## config.mk

```make
export PLATFORM = sky130hd
export DESIGN_NAME = rr_reg_arbiter
export DESIGN_NICKNAME = d
export VERILOG_FILES = /design/src/rtl/rr_reg_arbiter.sv
export SDC_FILE = /design/constraint.sdc
export NUM_CORES = 1
export LEC_CHECK = 0
export CORE_AREA = 2 2 65 67
export CTS_BUF_LIST = sky130_fd_sc_hd__clkbuf_4 sky130_fd_sc_hd__clkbuf_8
export CTS_CLUSTER_SIZE = 16
export DETAILED_ROUTE_END_ITERATION = 16
export DIE_AREA = 0 0 67 69
export GPL_TIMING_DRIVEN = 0
export HOLD_SLACK_MARGIN = 0.08
export SKIP_CTS_REPAIR_TIMING = 1
export SYNTH_ARGS = -nofsm -noshare
export SYNTH_HDL_FRONTEND = slang
export SYNTH_SLANG_ARGS = --single-unit
export TNS_END_PERCENT = 20
```

## constraint.sdc

```tcl
create_clock -name clk -period 2.7 [get_ports clk]
set_input_delay 0.405 -clock clk [delete_from_list [all_inputs] [get_ports clk]]
set_output_delay 0.405 -clock clk [all_outputs]
set_load 0.02 [all_outputs]
```

## src/rtl/rr_reg_arbiter.sv

```systemverilog
// rtl/rr_reg_arbiter.sv - round-robin ownership arbiter for one shared W-bit register
//
// Purpose:
//   Grants one of NREQ requesters ownership of a shared W-bit register. Only the
//   owner's data is loaded. A hold counter forces rotation after MAX_HOLD
//   consecutive writes, so a busy requester cannot starve the others.
//
// Ports:
//   clk     in   1             clock, rising edge
//   reset   in   1             asynchronous reset, active-high
//   req     in   NREQ          level request per requester
//   wdata   in   NREQ*W        requester i data at [i*W +: W]
//   gnt     out  NREQ          one-hot grant (or zero), registered
//   gnt_id  out  clog2(NREQ)   index of current owner; holds last owner while idle
//   busy    out  1             high while in OWN
//   q       out  W             shared register contents
//   q_upd   out  1             high in the cycle after q was loaded
module rr_reg_arbiter #(
    parameter int NREQ     = 4,
    parameter int W        = 4,
    parameter int MAX_HOLD = 4
) (
    input  logic                     clk,
    input  logic                     reset,
    input  logic [NREQ-1:0]          req,
    input  logic [NREQ*W-1:0]        wdata,
    output logic [NREQ-1:0]          gnt,
    output logic [$clog2(NREQ)-1:0]  gnt_id,
    output logic                     busy,
    output logic [W-1:0]             q,
    output logic                     q_upd
);

    localparam int IW = $clog2(NREQ);
    localparam int HW = (MAX_HOLD > 1) ? $clog2(MAX_HOLD) : 1;

    typedef enum logic {IDLE, OWN} state_t;

    state_t          state, state_n;
    logic [NREQ-1:0] gnt_n;
    logic [IW-1:0]   gnt_id_n;
    logic [IW-1:0]   ptr, ptr_n;
    logic [HW-1:0]   hold_cnt, hold_n;
    logic [W-1:0]    q_n;
    logic            q_upd_n;
    logic [IW:0]     sel;
    logic [IW-1:0]   rot;
    logic [W-1:0]    own_data;

    // Returns {found, index}: first set bit of r scanning start, start+1, ...
    // modulo NREQ. Scanning k from high to low lets the lowest offset win.
    function automatic logic [IW:0] pick(input logic [NREQ-1:0] r,
                                         input logic [IW-1:0]   start);
        logic          found;
        logic [IW-1:0] win;
        logic [IW:0]   sum;
        found = 1'b0;
        win   = '0;
        for (int k = NREQ - 1; k >= 0; k--) begin
            sum = {1'b0, start} + (IW+1)'(k);
            if (sum >= (IW+1)'(NREQ))
                sum = sum - (IW+1)'(NREQ);
            if (r[sum[IW-1:0]]) begin
                found = 1'b1;
                win   = sum[IW-1:0];
            end
        end
        return {found, win};
    endfunction

    function automatic logic [NREQ-1:0] onehot(input logic [IW-1:0] idx);
        logic [NREQ-1:0] o;
        o      = '0;
        o[idx] = 1'b1;
        return o;
    endfunction

    // Pointer position just past the current owner.
    assign rot  = (gnt_id == IW'(NREQ - 1)) ? '0 : gnt_id + IW'(1);
    assign busy = (state == OWN);

    always_comb begin
        own_data = '0;
        for (int i = 0; i < NREQ; i++)
            if (gnt_id == IW'(i))
                own_data = wdata[i*W +: W];
    end

    always_comb begin
        state_n  = state;
        gnt_n    = gnt;
        gnt_id_n = gnt_id;
        ptr_n    = ptr;
        hold_n   = hold_cnt;
        q_n      = q;
        q_upd_n  = 1'b0;
        sel      = '0;
        case (state)
            IDLE: begin
                sel = pick(req, ptr);
                if (sel[IW]) begin
                    state_n  = OWN;
                    gnt_n    = onehot(sel[IW-1:0]);
                    gnt_id_n = sel[IW-1:0];
                    hold_n   = '0;
                end
            end
            OWN: begin
                if (req[gnt_id]) begin
                    q_n     = own_data;
                    q_upd_n = 1'b1;
                    if (hold_cnt == HW'(MAX_HOLD - 1)) begin
                        // Forced rotation: the owner is excluded; if nobody
                        // else is waiting it simply keeps the grant.
                        ptr_n  = rot;
                        hold_n = '0;
                        sel    = pick(req & ~onehot(gnt_id), rot);
                        if (sel[IW]) begin
                            gnt_n    = onehot(sel[IW-1:0]);
                            gnt_id_n = sel[IW-1:0];
                        end
                    end else begin
                        hold_n = hold_cnt + HW'(1);
                    end
                end else begin
                    // Release: hand over on the same edge when possible.
                    ptr_n  = rot;
                    hold_n = '0;
                    sel    = pick(req, rot);
                    if (sel[IW]) begin
                        gnt_n    = onehot(sel[IW-1:0]);
                        gnt_id_n = sel[IW-1:0];
                    end else begin
                        state_n = IDLE;
                        gnt_n   = '0;
                    end
                end
            end
            default: begin
                state_n = IDLE;
                gnt_n   = '0;
            end
        endcase
    end

    always_ff @(posedge clk or posedge reset) begin
        if (reset) begin
            state    <= IDLE;
            gnt      <= '0;
            gnt_id   <= '0;
            ptr      <= '0;
            hold_cnt <= '0;
            q        <= '0;
            q_upd    <= 1'b0;
        end else begin
            state    <= state_n;
            gnt      <= gnt_n;
            gnt_id   <= gnt_id_n;
            ptr      <= ptr_n;
            hold_cnt <= hold_n;
            q        <= q_n;
            q_upd    <= q_upd_n;
        end
    end

endmodule

```

==> metrics.yaml, run 1 <==
routing:
  drtIter0Drc: 99
  drtAntennaViolNets: 0
  firstDrtPassIters: 5
  viasPerCell: 5.51
  vias: 1367
  routed_wl_um: 3480
  wl_per_cell_um: 14.0
  drcViolationCount: 0
clock_tree:
  cts.clk_slew.worst_paths_ps: 60
  cts_max_level: 1
  cts_max_path_buffers: 2
  clock_sinks: 16
  cts_tree: "done"
  cts-root-buf: "clkbuf_8"
  insertion_delay_ps: 250
  cts_inserted_buffers: 3
critical_path:
  critPathKind: "register to register"
  r2r_slack_ps: 160
  crit_path_end_kind: "register"
  required_ps: 2830
  cp-endpoint: "gnt[0]"
  reg2regPathDepth: 9
  r2r-start: "gnt_id[0]"
  worst-path-max-fanout: 10
  timing.critical_path.from: "gnt_id[0]"
  cp.arrival_ps: 2680
  worst_r2r_endpoint: "gnt[0]"
  worstSetupStartpointType: "register"
synth:
  synth_cell_types: 44
  synth_common_cells: "17 x nand2_1, 16 x dfrtp_1, 15 x o21ai_0"
  avgSynthCellArea_um2: 8.06
  synth_seq_cells: 16
  ys.flop_type: "dfrtp_1"
  yosysMostFrequentCell: "nand2_1"
  synthCells: 164
  synth_nets: 191
  yosysTopAreaCell: "dfrtp_1"
  synth_edf_count: 0
  yosys-top-cells-area: "dfrtp_1 30%, o21ai_0 5.7%, nand2_1 4.8%"
  ys_seq_area_share_pct: 30.3
  synthArstFlopShare_pct: 100
  yosysWarnings: 0
  synth_top_area_share_pct: 30.3
  synth_area_um2: 1320
global_routing:
  grt_usage_pct: 15.4
  antenna_found_initial: 0
  overflow: 0
  grt_pass1_vias: 1242
  grt_max_degree: 17
  grt_pass1_wl_um: 5600
sta:
  fin_crit_ps: 2540
  rsz0062_at_grt: "false"
  setup_viol: 0
  tightest_slew_ps: 606
  skew_ps: 1.52
  timing_hold_violations_final: 0
  setup_ws_ps: 159
  drv_slew: 0
  setup_tns_ps: 0
  timing.hold.ws_ps: 504
  slew_headroom_pct: 59.5
  finalCritPeriodShare_pct: 94.1
  max_freq_mhz: 393
run:
  cap_violations: 0
placed_design:
  pre_cts_slack_ps: -94.5
  place_congestion: 0.813
  dpl.hpwl_um: 2680
  dpl_cell_area_um2: 1690
  port-buffer-count: 30
layout:
  n_fill_cell: 402
  n_antenna_cell: 0
  layout.nets: 226
  final_layout_size_suffix_gt1_share_pct: 9.09
  final_area_um2: 1760
  final_util_pct: 45.0
  regArea_um2: 400
  syn_to_final_growth_pct: 33.1
  multi_input_area_um2: 851
pwr:
  leakagePower_uw: 0.000701
  power_density_nw_per_um2: 1210
  ir_worst_vdd_mv: 0.567
floorplanning:
  core_um2: 3910
  pin_count: 34
  die_area_um2: 4620
  die_x_um: 67
  rows: 23
  die_h_um: 69
  start_util_pct: 33.8
worst_hold_path:
  min_path_type: "register to register"
outcome:
  run_status: "finished clean"
-- registers in the layout, indices dropped and copies added (netlist names) --
name and cells:
hold_cnt 2, gnt_id 2, busy 1, ptr 2, q_upd 1, q 4, gnt 4
-- cell families after synthesis --
family,count (synthesis),share of synthesized area (%)
AO/OA/AOI/OAI,54,27.9
adder cells (fa/ha/maj),5,4.73
buffers and inverters,20,6.72
flip-flops,16,30.3
multiplexers,3,3.31
AND/OR/NAND/NOR,66,27.1
-- placed cells by master, fill, tap and decap left out, types with 3 or more instances in the layout --
master / instances
nand3_1: 4
nor2_1: 8
ha_1: 5
dfrtp_1: 16
a21oi_1: 10
o32a_1: 3
inv_1: 10
nor2b_1: 8
o211ai_1: 4
o21ai_0: 15
clkdlybuf4s50_1: 30
nor3_1: 8
a221oi_1: 4
buf_2: 4
nand2b_1: 6
nand2_1: 17
clkbuf_1: 4
clkbuf_8: 4
-- area by class of cell --
class | count | share of cell area, %
sequential | 16 | 22.7
timing repair buffer | 30 | 17.1
buffer | 10 | 3.06
multi-input combinational | 128 | 48.3
clock buffer | 4 | 3.13
tap | 50 | 3.55
inverter | 10 | 2.13
-- power by group --
group          internal (µW)  switching (µW)  leakage, µW
Combinational            663             829     0.000478
Clock                    129            82.3    0.0000288
Sequential               350            82.3     0.000195
Total                   1140             993     0.000701
-- worst min-delay path by stage --
stage,to,depth (start not counted),startpoint,slack (ps)
detailed placement,q[1],2,q[1],490
global route,gnt[0],1,gnt[0],520
finish,q[0],2,q[0],500
global placement,q[0],2,q[0],480
floorplan,busy,1,reset,320
CTS,q[0],2,q[0],510
-- worst max-delay path, stage by stage (launching register included) --
cell and delay, ps:
dfrtp_1 460, buf_6 170, inv_1 80, ha_1 400, nand4bb_1 140, o22ai_1 80
or3_4 400, and3_1 200, and3b_1 160, o32a_1 320
-- layer usage --
metal  vias up  wire length (µm)  GRT usage (%)
li1        670                 -              -
met1       639              1550           20.0
met2        54              1640           24.6
met3         4               258           4.73
met4         0                26           3.40
met5         -                 0              0
-- metrics by stage --
stage,total power [µW],std cells
floorplan,1450,164
global placement,1830,244
detailed placement,1860,244
CTS,2080,248
global route,2310,248
finish,2140,248
Note: power is estimated with default switching activity, not from simulation.
==> inputs of run 2 (changes only) <==
SKIP_CTS_REPAIR_TIMING = unset   (was 1)
==> run 2 against run 1 <==
Core utilization unchanged. Combinational power about the same. Setup slack got worse by 3.6 ps. Fmax is 0.14% lower. Sequential power is essentially flat. Largest power group unchanged. Largest cell class unchanged. Routed wire length rose by 0.26%. Power grew 0.15%. Clock skew fell by 0.52 ps. Critical path type unchanged. Hold slack stayed put.
==> metrics.yaml, run 2 (synthesis gave the netlist of run 1 again) <==
outcome:
  run_status: "finished clean"
layout:
  layout.nets: 226  # unchanged
  syn_to_final_growth_pct: 33.1  # unchanged
  n_fill_cell: 402  # unchanged
  n_antenna_cell: 0  # unchanged
  mostFrequentLayoutCell: "clkdlybuf4s50_1"
  final_cell_mix: "30 x clkdlybuf4s50_1, 17 x nand2_1, 16 x dfrtp_1, 15 x o21ai_0"
  fin_cells: 248  # unchanged
  final_layout_size_suffix_gt1_share_pct: 9.09  # unchanged
  final_area_um2: 1760  # unchanged
  multi_input_area_um2: 851  # unchanged
  largestRegisters: "gnt (4), q (4)"
  final_util_pct: 45.0  # unchanged
  regArea_um2: 400  # unchanged
routing:
  drcViolationCount: 0  # unchanged
  drtIter0Drc: 94  # -5.1%
  firstDrtPassIters: 4  # -1
  wl_per_cell_um: 14.1  # +0.26%
  vias: 1376  # +0.66%
  viasPerCell: 5.55  # +0.66%
  routed_wl_um: 3490  # +0.26%
  drtAntennaViolNets: 0  # unchanged
placed_design:
  port-buffer-count: 30  # unchanged
  place_congestion: 0.813  # unchanged
  dpl.hpwl_um: 2680  # unchanged
  dp_cells: 244  # unchanged
  dpl_cell_area_um2: 1690  # unchanged
floorplanning:
  start_util_pct: 33.8  # unchanged
  die_area_um2: 4620  # unchanged
  pin_count: 34  # unchanged
  core_um2: 3910  # unchanged
  die_h_um: 69  # unchanged
  rows: 23  # unchanged
  die_x_um: 67  # unchanged
pwr:
  combPwrFrac_pct: 69.8  # about the same
  sw_frac_of_total_pct: 46.6  # +0.078 points
  p_switching_uw: 996  # +0.32%
  p_int_uw: 1140  # about the same
  p_seq_share_pct: 20.2  # about the same
  power_uw: 2140  # +0.15%
  clock_power_share_pct: 9.9  # about the same
  power_density_nw_per_um2: 1210  # +0.15%
  ir_worst_vdd_mv: 0.568  # about the same
  leakagePower_uw: 0.000701  # unchanged
critical_path:
  r2r_slack_ps: 150  # about the same
  crit_path_end_kind: "register"
  worst-path-max-fanout: 10  # unchanged
  worstSetupStartpointType: "register"
  timing.critical_path.from: "gnt_id[0]"
  cp.arrival_ps: 2680  # about the same
  critPathKind: "register to register"
  required_ps: 2830  # about the same
  r2r-start: "gnt_id[0]"
clock_tree:
  cts_setup_buffers: 0
  cts-root-buf: "clkbuf_8"
  cts_max_path_buffers: 2  # unchanged
  postCtsHoldBufs: 0
  cts_tree: "done"
  clock_sinks: 16  # unchanged
  cts_inserted_buffers: 3  # unchanged
  cts.clk_slew.worst_paths_ps: 60  # about the same
  insertion_delay_ps: 250  # about the same
  cts_max_level: 1  # unchanged
global_routing:
  grt_usage_pct: 15.5  # +0.17 points
  overflow: 0  # unchanged
  grt_pass1_wl_um: 5660  # +1.1%
  grt_max_degree: 17  # unchanged
  antenna_found_initial: 0  # unchanged
  grt_pass1_vias: 1256  # +1.1%
sta:
  slew_headroom_pct: 59.6  # about the same
  rsz0062_at_grt: "false"
  setup_viol: 0  # unchanged
  finalCritPeriodShare_pct: 94.3  # +0.14 points
  timing_hold_violations_final: 0  # unchanged
  setup_tns_ps: 0  # unchanged
  max_freq_mhz: 393  # -0.14%
  skew_ps: 1.00  # -0.520 ps
  tightest_slew_ps: 606  # -0.670 ps
  drv_slew: 0  # unchanged
  fin_crit_ps: 2550  # +3.65 ps
run:
  cap_violations: 0  # unchanged
worst_hold_path:
  min_from: "q[0]"
  min_path_type: "register to register"
==> run 2: power groups by stage <==
stage	combinational (µW)	clock, µW	sequential, µW
global placement	1400	0	433
detailed placement	1420	0	439
finish	1490	212	433
floorplan	930	0	517
global route	1630	228	451
CTS	1450	215	435
==> run 2: cell type report <==
| type | instances | area share [%] |
|---|---|---|
| buffer | 10 | 3.06 |
| multi-input combinational | 128 | 48.3 |
| timing repair buffer | 30 | 17.1 |
| sequential | 16 | 22.7 |
| tap | 50 | 3.55 |
| inverter | 10 | 2.13 |
| clock buffer | 4 | 3.13 |
==> run 2: per-layer routing <==
metal / up-vias / global-route usage, % / wire (µm)
met4: 0 / 3.40 / 26
li1: 670 / - / -
met2: 62 / 25.1 / 1640
met1: 640 / 20.1 / 1560
met5: - / 0 / 0
met3: 4 / 4.73 / 263
==> run 2: worst max-delay path: stages, from the launching register on <==
cell       delay (ps)
dfrtp_1           460
buf_6             170
inv_1              80
ha_1              400
nand4bb_1         140
o22ai_1            80
or3_4             400
and3_1            200
and3b_1           160
o32a_1            320
==> run 2: final timing paths <==
path                       cells after the start          end
min reg2reg                                    2         q[0]
max reg2reg                                    9       gnt[0]
max                                            9       gnt[0]
max in group asynchronous                      2         q[1]
min                                            2         q[0]
min in group asynchronous                      2  hold_cnt[0]
==> run 2: what timing repair did <==
item / 4_1_cts / 5_1_grt
endpoints found under the hold margin: 0 / 0
resized for setup: 1 / 2
setup endpoints to repair: 2 / 2
==> run 2: through the flow <==
stage | hold WS [ps] | worst slack, ps
after floorplan | 319 | 237
after global placement | 476 | -46.7
after detailed placement | 490 | -94.5
after CTS | 510 | 99.1
after global routing | 521 | 9.44
final | 504 | 155
